[config.mk]
export PLATFORM = sky130hd
export DESIGN_NAME = cdb_arbiter_flat
export DESIGN_NICKNAME = d
export VERILOG_FILES = /design/src/rtl/cdb_arbiter_if.sv /design/src/rtl/cdb_arbiter.sv /design/src/flat_wrapper.sv
export SDC_FILE = /design/constraint.sdc
export NUM_CORES = 1
export LEC_CHECK = 0
export ABC_AREA = 0
export BUFFER_PORTS_ARGS = -buffer_cell sky130_fd_sc_hd__buf_2
export CORE_MARGIN = 1
export CORE_UTILIZATION = 45
export CTS_BUF_LIST = sky130_fd_sc_hd__clkbuf_4 sky130_fd_sc_hd__clkbuf_8 sky130_fd_sc_hd__clkbuf_16
export DETAILED_ROUTE_END_ITERATION = 7
export HOLD_SLACK_MARGIN = 0.12
export MAX_ROUTING_LAYER = met4
export PLACE_DENSITY = 0.69
export SETUP_SLACK_MARGIN = 0.3
export SYNTH_ARGS = -nofsm -noshare
export SYNTH_HDL_FRONTEND = slang
export SYNTH_SLANG_ARGS = --single-unit
[constraint.sdc]
create_clock -name clk -period 10.8 [get_ports clk]
set_input_delay 2.16 -clock clk [delete_from_list [all_inputs] [get_ports clk]]
set_output_delay 2.16 -clock clk [all_outputs]
set_load 0.05 [all_outputs]
[src/rtl/cdb_arbiter_if.sv]
// Bundle of the three FU result ports, the flush input and the common-data-bus broadcast.
// The arbiter connects through the slave modport; the FU/consumer side uses master.
interface cdb_arbiter_if #(
    parameter int DATA_W = 32,
    parameter int TAG_W  = 4
) ();
    logic              flush;
    logic              fu0_valid;
    logic [TAG_W-1:0]  fu0_tag;
    logic [DATA_W-1:0] fu0_value;
    logic              fu0_ready;
    logic              fu1_valid;
    logic [TAG_W-1:0]  fu1_tag;
    logic [DATA_W-1:0] fu1_value;
    logic              fu1_ready;
    logic              fu2_valid;
    logic [TAG_W-1:0]  fu2_tag;
    logic [DATA_W-1:0] fu2_value;
    logic              fu2_ready;
    logic              cdb_valid;
    logic [TAG_W-1:0]  cdb_tag;
    logic [DATA_W-1:0] cdb_value;
    logic [1:0]        cdb_src;
    logic [7:0]        drop_count;

    modport master (
        output flush,
        output fu0_valid, fu0_tag, fu0_value,
        output fu1_valid, fu1_tag, fu1_value,
        output fu2_valid, fu2_tag, fu2_value,
        input  fu0_ready, fu1_ready, fu2_ready,
        input  cdb_valid, cdb_tag, cdb_value, cdb_src, drop_count
    );

    modport slave (
        input  flush,
        input  fu0_valid, fu0_tag, fu0_value,
        input  fu1_valid, fu1_tag, fu1_value,
        input  fu2_valid, fu2_tag, fu2_value,
        output fu0_ready, fu1_ready, fu2_ready,
        output cdb_valid, cdb_tag, cdb_value, cdb_src, drop_count
    );
endinterface

[src/rtl/cdb_arbiter.sv]
// Common data bus arbiter: one holding slot per functional unit, round-robin grant,
// registered one-cycle broadcast, tag-0 results dropped and counted.
module cdb_arbiter #(
    parameter int DATA_W = 32,
    parameter int TAG_W  = 4
) (
    input  logic          clk,
    input  logic          rst,
    cdb_arbiter_if.slave  bus
);

    function automatic logic [7:0] sat_add8(input logic [7:0] cnt, input logic [1:0] inc);
        logic [8:0] sum;
        sum = {1'b0, cnt} + {7'b0, inc};
        return sum[8] ? 8'hFF : sum[7:0];
    endfunction

    logic [2:0]        w_valid;
    logic [TAG_W-1:0]  w_tag   [3];
    logic [DATA_W-1:0] w_value [3];
    logic [2:0]        w_gnt;
    logic              w_gnt_any;
    logic [1:0]        w_gnt_idx;
    logic [2:0]        w_ready;
    logic [2:0]        w_xfer;
    logic [2:0]        w_fill;
    logic [2:0]        w_drop;
    logic [1:0]        w_ndrop;

    logic [2:0]        r_full;
    logic [TAG_W-1:0]  r_tag   [3];
    logic [DATA_W-1:0] r_value [3];
    logic [1:0]        r_rr;
    logic [7:0]        r_drop;
    logic              r_cdb_valid;
    logic [TAG_W-1:0]  r_cdb_tag;
    logic [DATA_W-1:0] r_cdb_value;
    logic [1:0]        r_cdb_src;

    assign w_valid    = {bus.fu2_valid, bus.fu1_valid, bus.fu0_valid};
    assign w_tag[0]   = bus.fu0_tag;
    assign w_tag[1]   = bus.fu1_tag;
    assign w_tag[2]   = bus.fu2_tag;
    assign w_value[0] = bus.fu0_value;
    assign w_value[1] = bus.fu1_value;
    assign w_value[2] = bus.fu2_value;

    // Walk the search order backwards so the slot closest to r_rr wins.
    always_comb begin
        int j;
        j         = 0;
        w_gnt_any = 1'b0;
        w_gnt_idx = r_rr;
        for (int i = 2; i >= 0; i--) begin
            j = (int'(r_rr) + i) % 3;
            if (r_full[j]) begin
                w_gnt_any = 1'b1;
                w_gnt_idx = 2'(j);
            end
        end
    end

    assign w_gnt   = w_gnt_any ? (3'b001 << w_gnt_idx) : 3'b000;
    assign w_ready = bus.flush ? 3'b000 : (~r_full | w_gnt);
    assign w_xfer  = w_valid & w_ready;

    always_comb begin
        w_fill = 3'b000;
        for (int n = 0; n < 3; n++) begin
            w_fill[n] = w_xfer[n] && (w_tag[n] != '0);
        end
    end

    assign w_drop  = w_xfer & ~w_fill;
    assign w_ndrop = {1'b0, w_drop[0]} + {1'b0, w_drop[1]} + {1'b0, w_drop[2]};

    // Control state and broadcast register
    always_ff @(posedge clk or posedge rst) begin
        if (rst) begin
            r_full      <= 3'b000;
            r_rr        <= 2'd0;
            r_drop      <= 8'd0;
            r_cdb_valid <= 1'b0;
            r_cdb_tag   <= '0;
            r_cdb_value <= '0;
            r_cdb_src   <= 2'd0;
        end else if (bus.flush) begin
            r_full      <= 3'b000;
            r_cdb_valid <= 1'b0;
        end else begin
            r_full      <= (r_full & ~w_gnt) | w_fill;
            r_drop      <= sat_add8(r_drop, w_ndrop);
            r_cdb_valid <= w_gnt_any;
            if (w_gnt_any) begin
                r_cdb_tag   <= r_tag[w_gnt_idx];
                r_cdb_value <= r_value[w_gnt_idx];
                r_cdb_src   <= w_gnt_idx;
                r_rr        <= (w_gnt_idx == 2'd2) ? 2'd0 : w_gnt_idx + 2'd1;
            end
        end
    end

    // Slot payload is qualified by r_full, so it needs no reset.
    always_ff @(posedge clk) begin
        for (int n = 0; n < 3; n++) begin
            if (w_fill[n]) begin
                r_tag[n]   <= w_tag[n];
                r_value[n] <= w_value[n];
            end
        end
    end

    assign bus.fu0_ready  = w_ready[0];
    assign bus.fu1_ready  = w_ready[1];
    assign bus.fu2_ready  = w_ready[2];
    assign bus.cdb_valid  = r_cdb_valid;
    assign bus.cdb_tag    = r_cdb_tag;
    assign bus.cdb_value  = r_cdb_value;
    assign bus.cdb_src    = r_cdb_src;
    assign bus.drop_count = r_drop;

endmodule

[src/flat_wrapper.sv]
// flat-port wrapper written by rule: the top's interface ports become plain ports
module cdb_arbiter_flat 
#(
    parameter int DATA_W = 32,
    parameter int TAG_W  = 4
)
  (clk, rst, bus_flush, bus_fu0_valid, bus_fu0_tag, bus_fu0_value, bus_fu1_valid, bus_fu1_tag, bus_fu1_value, bus_fu2_valid, bus_fu2_tag, bus_fu2_value, bus_fu0_ready, bus_fu1_ready, bus_fu2_ready, bus_cdb_valid, bus_cdb_tag, bus_cdb_value, bus_cdb_src, bus_drop_count);
  cdb_arbiter_if #(.DATA_W(DATA_W), .TAG_W(TAG_W)) bus_i ();
  input  logic clk;
  input  logic rst;
  input wire logic [$bits(bus_i.flush)-1:0] bus_flush;
  input wire logic [$bits(bus_i.fu0_valid)-1:0] bus_fu0_valid;
  input wire logic [$bits(bus_i.fu0_tag)-1:0] bus_fu0_tag;
  input wire logic [$bits(bus_i.fu0_value)-1:0] bus_fu0_value;
  input wire logic [$bits(bus_i.fu1_valid)-1:0] bus_fu1_valid;
  input wire logic [$bits(bus_i.fu1_tag)-1:0] bus_fu1_tag;
  input wire logic [$bits(bus_i.fu1_value)-1:0] bus_fu1_value;
  input wire logic [$bits(bus_i.fu2_valid)-1:0] bus_fu2_valid;
  input wire logic [$bits(bus_i.fu2_tag)-1:0] bus_fu2_tag;
  input wire logic [$bits(bus_i.fu2_value)-1:0] bus_fu2_value;
  output wire logic [$bits(bus_i.fu0_ready)-1:0] bus_fu0_ready;
  output wire logic [$bits(bus_i.fu1_ready)-1:0] bus_fu1_ready;
  output wire logic [$bits(bus_i.fu2_ready)-1:0] bus_fu2_ready;
  output wire logic [$bits(bus_i.cdb_valid)-1:0] bus_cdb_valid;
  output wire logic [$bits(bus_i.cdb_tag)-1:0] bus_cdb_tag;
  output wire logic [$bits(bus_i.cdb_value)-1:0] bus_cdb_value;
  output wire logic [$bits(bus_i.cdb_src)-1:0] bus_cdb_src;
  output wire logic [$bits(bus_i.drop_count)-1:0] bus_drop_count;
  assign bus_i.flush = bus_flush;
  assign bus_i.fu0_valid = bus_fu0_valid;
  assign bus_i.fu0_tag = bus_fu0_tag;
  assign bus_i.fu0_value = bus_fu0_value;
  assign bus_i.fu1_valid = bus_fu1_valid;
  assign bus_i.fu1_tag = bus_fu1_tag;
  assign bus_i.fu1_value = bus_fu1_value;
  assign bus_i.fu2_valid = bus_fu2_valid;
  assign bus_i.fu2_tag = bus_fu2_tag;
  assign bus_i.fu2_value = bus_fu2_value;
  assign bus_fu0_ready = bus_i.fu0_ready;
  assign bus_fu1_ready = bus_i.fu1_ready;
  assign bus_fu2_ready = bus_i.fu2_ready;
  assign bus_cdb_valid = bus_i.cdb_valid;
  assign bus_cdb_tag = bus_i.cdb_tag;
  assign bus_cdb_value = bus_i.cdb_value;
  assign bus_cdb_src = bus_i.cdb_src;
  assign bus_drop_count = bus_i.drop_count;
  cdb_arbiter #(.DATA_W(DATA_W), .TAG_W(TAG_W)) u_core (.clk(clk), .rst(rst), .bus(bus_i));
endmodule
==> results.toml, run 1 <==
[outcome]
status = "completed"

[place]
portBuffers = 163
gp_congestion = 0.8904
dp_hpwl_um = 9798

[clocking]
cts_sinks = 160
htreeDepth = 4
cts_made_buffers = 17
cts_setup_buffers = 0
cts-root-buf = "clkbuf_16"
cts_tree = "built"
hold_buffers = 0
clk_latency_ns = 0.42
clockBufferDepth = 2
post_cts_resized = 0
clkTransAtPathRegs_ns = 0.07

[route]
vias_per_cell = 5.251
wl_per_cell_um = 18.11
wl_um = 14530
drtPass1Iterations = 5
drc = 0
vias = 4211
drt_iter0_markers = 246
ant_nets = 0

[pwr]
seq_power_share = 0.344
p_clk_frac = 0.235
switching_share = 0.4255
p_leak_nw = 3.392
power_density_nw_per_um2 = 308.9
p_int_mw = 1.419
vdd_drop_max_v = 0.0002073
p_sw_mw = 1.051
p_comb_frac = 0.421

[setup_path]
path_delay_family = "compound AO/OA/AOI/OAI gates"
reg2reg_depth = 15
required_ns = 8.64
arrival_ns = 3.46
startpoint = "u_core.r_rr[0]"
cpPeakStageDelay_ns = 0.86
start_kind = "flip-flop"
worst-path-max-fanout = 39
path_class = "flip-flop to primary output"
rr_endpoint = "u_core.bus.drop_count[2]"
r2r-start = "u_core.r_rr[0]"
path_buf_inv = 2
crit_chain = "inv_1 > ha_1 > mux2_4 > o211a_1 > o22ai_4 > o31a_1 > nor2_1 > buf_2"
slowest_stage = "o22ai_4"
path_depth = 8
cp-endpoint = "bus_fu1_ready"
end_kind = "primary output"
rrSetupSlack_ns = 6.17

[timing]
fin_skew_ns = 0.01126
worst_pin_slew_ns = 1.166
whs_ns = 0.4977
max_slew_margin = 0.2225
finalSetupTns_ns = 0
rsz0062_at_grt = "no"
fmax_mhz = 178.0
setup_violations = 0
final_max_slew_viol_count = 0
period_share = 0.5202
timing.final.hold_violations = 0
min_period_ns = 5.619

[floorplan]
chipWidth_um = 121.2
row_count = 43
start_util = 0.4603
coreArea_um2 = 13880
die_h_um = 121.2
pin_count = 164
die_area_um2 = 14680

[final_layout]
layout.nets = 727
syn_to_final_growth_pct = 25.10
drive_above_1_share = 0.3457
mostFrequentLayoutCells = "163 x buf_2, 108 x edfxtp_1, 52 x dfrtp_1, 50 x nand2_1"
final_common_cell = "buf_2"
nFillCells = 1124

[global_route]
antenna_found_initial = 3
overflow = 0
grt_max_degree = 53
grt_pass1_vias = 4491
grt_usage = 0.2178
grt_pass1_wl_um = 22900

[synth]
synthesis.area_um2 = 6390
synth_flop_cell = "edfxtp_1"
yosysSeqAreaShare = 0.7112
synth-seq-cells = 160
yosysWarnings = 0
netlist_instances = 443
avgSynthCellArea_um2 = 14.42
syn_nets = 564
synth_edf_count = 108
synthDistinctLibCells = 41
async_flop_share = 0.3250

[hold_path]
holdCritPathClass = "flip-flop to flip-flop"

[run]
maxCapViolCount = 0
==> routing by layer <==
layer,up-vias,GRT usage,wire length (um)
met5,-,-,0
li1,1997,-,-
met3,19,0.05968,1125
met4,0,0.08256,234
met1,2036,0.2577,5890
met2,159,0.3557,7276
==> synth_stat cells (2+ instances only) <==
cell type	n	area share
o221ai_2	2	0.0047
nor3_2	2	0.0031
a21o_1	2	0.0023
o21a_1	5	0.0059
or3_1	2	0.0020
o211ai_1	39	0.046
buf_4	3	0.0035
o22a_1	2	0.0027
nand2_1	50	0.029
edfxtp_1	108	0.51
nand2b_1	6	0.0059
ha_1	5	0.0098
clkbuf_1	7	0.0041
inv_1	7	0.0041
fa_1	2	0.0063
nor2b_1	4	0.0039
xor2_1	2	0.0027
nand3_1	40	0.031
nor2_1	9	0.0053
and2_1	2	0.0020
nand3b_1	4	0.0047
buf_2	15	0.012
mux2i_1	40	0.063
o21ai_0	5	0.0039
a21oi_1	4	0.0031
a211oi_1	3	0.0035
nor3_1	3	0.0023
o21ai_1	3	0.0023
dfrtp_1	52	0.20
nor4_1	4	0.0039
==> state kept, by name, summed over array words and instances (netlist names) <==
signal / cells
u_core.r_value: 96
u_core.bus.cdb_value: 32
u_core.r_tag: 12
u_core.bus.drop_count: 8
u_core.bus.cdb_tag: 4
u_core.r_full: 3
u_core.bus.cdb_src: 2
u_core.r_rr: 2
u_core.bus.cdb_valid: 1
==> through the flow <==
stage | worst slack (ns) | total power [mW] | instances | utilization | area (um^2)
global route | 4.981 | 2.600 | 802 | 0.5759 | 7994
finish | 5.181 | 2.469 | 802 | 0.5759 | 7994
floorplan | 5.038 | 1.646 | 443 | - | 6390
CTS | 5.165 | 2.495 | 799 | 0.5754 | 7986
detailed placement | 5.633 | 1.915 | 767 | 0.5340 | 7412
global placement | 5.759 | 1.879 | 767 | 0.5340 | 7412
==> worst min path at each step <==
stage / cells after the start / slack (ns) / to / startpoint
3_5_place_dp: 2 / 0.48 / u_core.bus.cdb_value[13] / u_core.bus.cdb_value[13]
2_1_floorplan: 2 / 0.47 / u_core.bus.cdb_tag[0] / u_core.r_tag[2][0]
5_1_grt: 2 / 0.53 / u_core.bus.cdb_value[1] / u_core.r_value[2][1]
4_1_cts: 2 / 0.50 / u_core.bus.cdb_value[29] / u_core.bus.cdb_value[29]
3_3_place_gp: 2 / 0.47 / u_core.bus.cdb_value[12] / u_core.bus.cdb_value[12]
6_report: 2 / 0.50 / u_core.bus.cdb_value[8] / u_core.bus.cdb_value[8]
==> layout make-up <==
| cell class | count | area [um^2] | area share |
|---|---|---|---|
| sequential | 160 | 4544 | 0.5685 |
| multi-input combinational | 250 | 1752 | 0.2191 |
| inverter | 8 | 30.03 | 0.003756 |
| timing repair buffer | 169 | 860.8 | 0.1077 |
| clock inverter | 15 | 148.9 | 0.01863 |
| tap | 180 | 225.2 | 0.02817 |
| antenna | 3 | 7.507 | 0.0009391 |
| clock buffer | 17 | 425.4 | 0.05322 |
==> power groups by stage <==
stage                     clock [mW]  combinational, mW  sequential [mW]
after floorplan                    0              0.540             1.11
after global placement             0               1.02            0.857
after detailed placement           0               1.05            0.862
after CTS                      0.589               1.05            0.851
after global routing           0.613               1.12            0.862
final                          0.580               1.04            0.849
==> worst reg2reg max path: stages, from the launching register on <==
cell	delay [ns]
dfrtp_1	0.41
inv_1	0.13
ha_1	0.37
mux2_4	0.35
o211a_1	0.25
o22ai_4	0.86
o31a_1	0.36
nor3_2	0.08
fa_1	0.44
ha_1	0.24
fa_1	0.36
nor2b_1	0.16
nand2_1	0.12
nor2_1	0.07
nand3_1	0.18
o21ai_0	0.12
==> logic make-up (layout without fill, tap and decap cells) <==
family,Yosys count,count (layout),synth area share
adders and majority gates,7,7,0.01606
buffers and inverters,33,209,0.02408
AOI/OAI and AO/OA,71,71,0.08381
muxes,41,41,0.06501
other,0,3,0
and+or+nand+nor,128,128,0.09575
xor gates and xnor gates,3,3,0.004113
DFF,160,160,0.7112
(Power assumes the default switching activity.)
==> run 2: changes to the inputs <==
--- a/config.mk
+++ b/config.mk
@@ -5,7 +5,7 @@
 export SDC_FILE = /design/constraint.sdc
 export NUM_CORES = 1
 export LEC_CHECK = 0
-export ABC_AREA = 0
+export ABC_AREA = 1
 export BUFFER_PORTS_ARGS = -buffer_cell sky130_fd_sc_hd__buf_2
 export CORE_MARGIN = 1
 export CORE_UTILIZATION = 45
==> constraint.sdc (replaced) <==
create_clock -name clk -period 5.5 [get_ports clk]
set_input_delay 1.1 -clock clk [delete_from_list [all_inputs] [get_ports clk]]
set_output_delay 1.1 -clock clk [all_outputs]
set_load 0.05 [all_outputs]
==> run 2 against run 1 <==
Against the previous run: routed wire length is 1.7% lower; clock power increased by 83%; non-clock buffer count down 5; via count grew 2.7%; worst hold slack worse by 0.028 ns; critical path depth up 12; worst setup slack got worse by 3.7 ns; critical path type is now flip-flop to flip-flop; highest routed layer unchanged.
==> results.toml, run 2 <==
[outcome]
status = "completed"

[setup_path]
r2r-start = "u_core.r_rr[0]"
reg2reg_depth = 20
path_class = "flip-flop to flip-flop"
crit_chain = "inv_1 > ha_1 > inv_2 > nand2_1 > nand3_2 > inv_2 > o21ai_1 > nand2_1 > nand2_2 > nand4_1 > a21oi_2 > nand2_1 > nor2_1 > fa_1 > ha_1 > fa_1 > nand3_1 > nor4_1 > nand3_1 > o21ai_0"
rr_endpoint = "u_core.bus.drop_count[0]"
cpMostUsedCell = "nand2_1"
worst-path-max-fanout = 7
slowest_stage = "fa_1"
required_ns = 5.77
end_kind = "flip-flop"
start_kind = "flip-flop"
cpPeakStageDelay_ns = 0.44
arrival_ns = 4.28
rrSetupSlack_ns = 1.49

[timing]
worst_pin_slew_ns = 1.211
timing.final.hold_violations = 0
max_slew_margin = 0.1905
min_period_ns = 4.006
setup_violations = 0
fin_skew_ns = 0.01273
period_share = 0.7283
fmax_mhz = 249.6
finalSetupTns_ns = 0
rsz0062_at_grt = "no"
whs_ns = 0.4701
final_max_slew_viol_count = 0

[route]
vias = 4324
wl_um = 14290
wl_per_cell_um = 17.36
drtPass1Iterations = 5
drc = 0
ant_nets = 0
vias_per_cell = 5.254
drt_iter0_markers = 332

[final_layout]
syn_to_final_growth_pct = 23.09
largest_register_ffs = 96
nFillCells = 1111
drive_above_1_share = 0.3421
mostFrequentLayoutCells = "163 x buf_2, 108 x edfxtp_1, 62 x o21ai_1, 52 x dfrtp_1, 44 x nor2_1"
final_common_cell = "buf_2"
layout.nets = 755
regMostFlops = "u_core.r_value"

[synth]
async_flop_share = 0.3250
synthesis.area_um2 = 6307
synth_top_cell_area_share = 0.5142
netlist_instances = 468
syn_nets = 589
avgSynthCellArea_um2 = 13.48
synth_edf_count = 108
synth_area_leaders = "edfxtp_1 51%, dfrtp_1 21%, o21ai_1 4.9%"
yosys-top-cells-count = "108 x edfxtp_1, 62 x o21ai_1, 52 x dfrtp_1"
synth_flop_cell = "edfxtp_1"
synth_area_leader_cell = "edfxtp_1"
yosysWarnings = 0
yosysSeqAreaShare = 0.7205
yosysMostFrequentCell = "edfxtp_1"
synth-seq-cells = 160
synthDistinctLibCells = 37

[hold_path]
hold_path_end = "u_core.bus.cdb_value[21]"
holdCritPathClass = "flip-flop to flip-flop"
worstHoldStart = "u_core.r_value[2][21]"
holdPathStages = 2

[clocking]
clk_latency_ns = 0.42
clockBufferDepth = 2
cts_setup_buffers = 0
htreeDepth = 4
clkTransAtPathRegs_ns = 0.06
cts_made_buffers = 17
cts-root-buf = "clkbuf_16"
cts_tree = "built"
hold_buffers = 0
cts_sinks = 160
post_cts_resized = 0

[pwr]
p_leak_nw = 3.246
vdd_drop_max_v = 0.0003435
power_density_nw_per_um2 = 646.3

[global_route]
grt_pass1_vias = 4427
antenna_found_initial = 1
overflow = 0
grt_pass1_wl_um = 22310
grt_max_degree = 53
grt_usage = 0.2134

[floorplan]
die_h_um = 120.4
start_util = 0.4688
chipWidth_um = 120.4
pin_count = 164
row_count = 42
die_area_um2 = 14490
coreArea_um2 = 13450

[place]
gp_congestion = 0.8748
portBuffers = 163
dp_hpwl_um = 9268

[run]
maxCapViolCount = 0
[run 2: changes by cell type after synthesis, moves of 16 or more]
cell,change
a22oi_1,+36
o21ai_0,+16
nand3_1,-22
o21ai_1,+59
o211ai_1,-39
nor2_1,+38
mux2i_1,-40
[run 2: how the worst max path moves through the flow]
stage	slack, ns	to	start	cells after the start
2_1_floorplan	1.32	u_core.r_tag[2][0]	u_core.r_rr[0]	11
3_3_place_gp	1.70	u_core.bus.drop_count[0]	bus_fu0_tag[1]	11
3_5_place_dp	1.56	u_core.bus.drop_count[0]	u_core.r_rr[0]	20
4_1_cts	1.55	u_core.bus.drop_count[0]	u_core.r_rr[0]	20
5_1_grt	1.20	u_core.bus.drop_count[0]	u_core.r_rr[0]	20
6_report	1.49	u_core.bus.drop_count[0]	u_core.r_rr[0]	20
[run 2: power by group]
| part | total (mW) | switching (mW) | internal, mW |
|---|---|---|---|
| clock network | 1.06 | 0.481 | 0.582 |
| logic | 2.27 | 1.71 | 0.559 |
| registers | 1.68 | 0.122 | 1.56 |
| total | 5.02 | 2.32 | 2.70 |
[run 2: per-layer routing]
metal  track usage  vias up  routed length (um)
li1              -     2047                   -
met1        0.2336     2095                5410
met2        0.3732      158                7737
met3       0.04387       24                 881
met4       0.09877        0                 256
met5             -        -                   0
[run 2: logic make-up after synthesis]
logic type / Yosys count / synth area share
adder cells (fa/ha/maj): 7 / 0.01627
buffers and inverters: 45 / 0.04126
XOR/XNOR: 2 / 0.002778
flip-flops: 160 / 0.7205
AND/OR/NAND/NOR: 127 / 0.1006
AO/OA/AOI/OAI: 127 / 0.1186
[run 2: cell type report]
cell class | instances | area (um^2) | share of cell area
clock inverter | 14 | 110.1 | 0.01418
clock buffer | 17 | 425.4 | 0.05479
inverter | 28 | 112.6 | 0.01450
sequential | 160 | 4544 | 0.5853
multi-input combinational | 263 | 1525 | 0.1965
timing repair buffer | 164 | 823.3 | 0.1060
antenna | 1 | 2.502 | 0.0003223
tap | 176 | 220.2 | 0.02836
[run 2: critical path: cells and delay by family, from the launching register on]
kind	cells	cell delay, ns
fa+ha+maj	4	1.50
simple gates	10	1.21
buf+inv	3	0.27
compound gates	3	0.53
flops	1	0.36
[run 2: per-stage QoR]
step	cell area, um^2	cells	power (mW)	util	setup slack (ns)
3_3_place_gp	7226	791	3.932	0.5371	1.702
4_1_cts	7761	822	5.082	0.5769	1.546
2_1_floorplan	6307	468	3.559	-	1.316
5_1_grt	7764	823	5.318	0.5771	1.198
6_report	7764	823	5.018	0.5771	1.494
3_5_place_dp	7226	791	4.006	0.5371	1.560
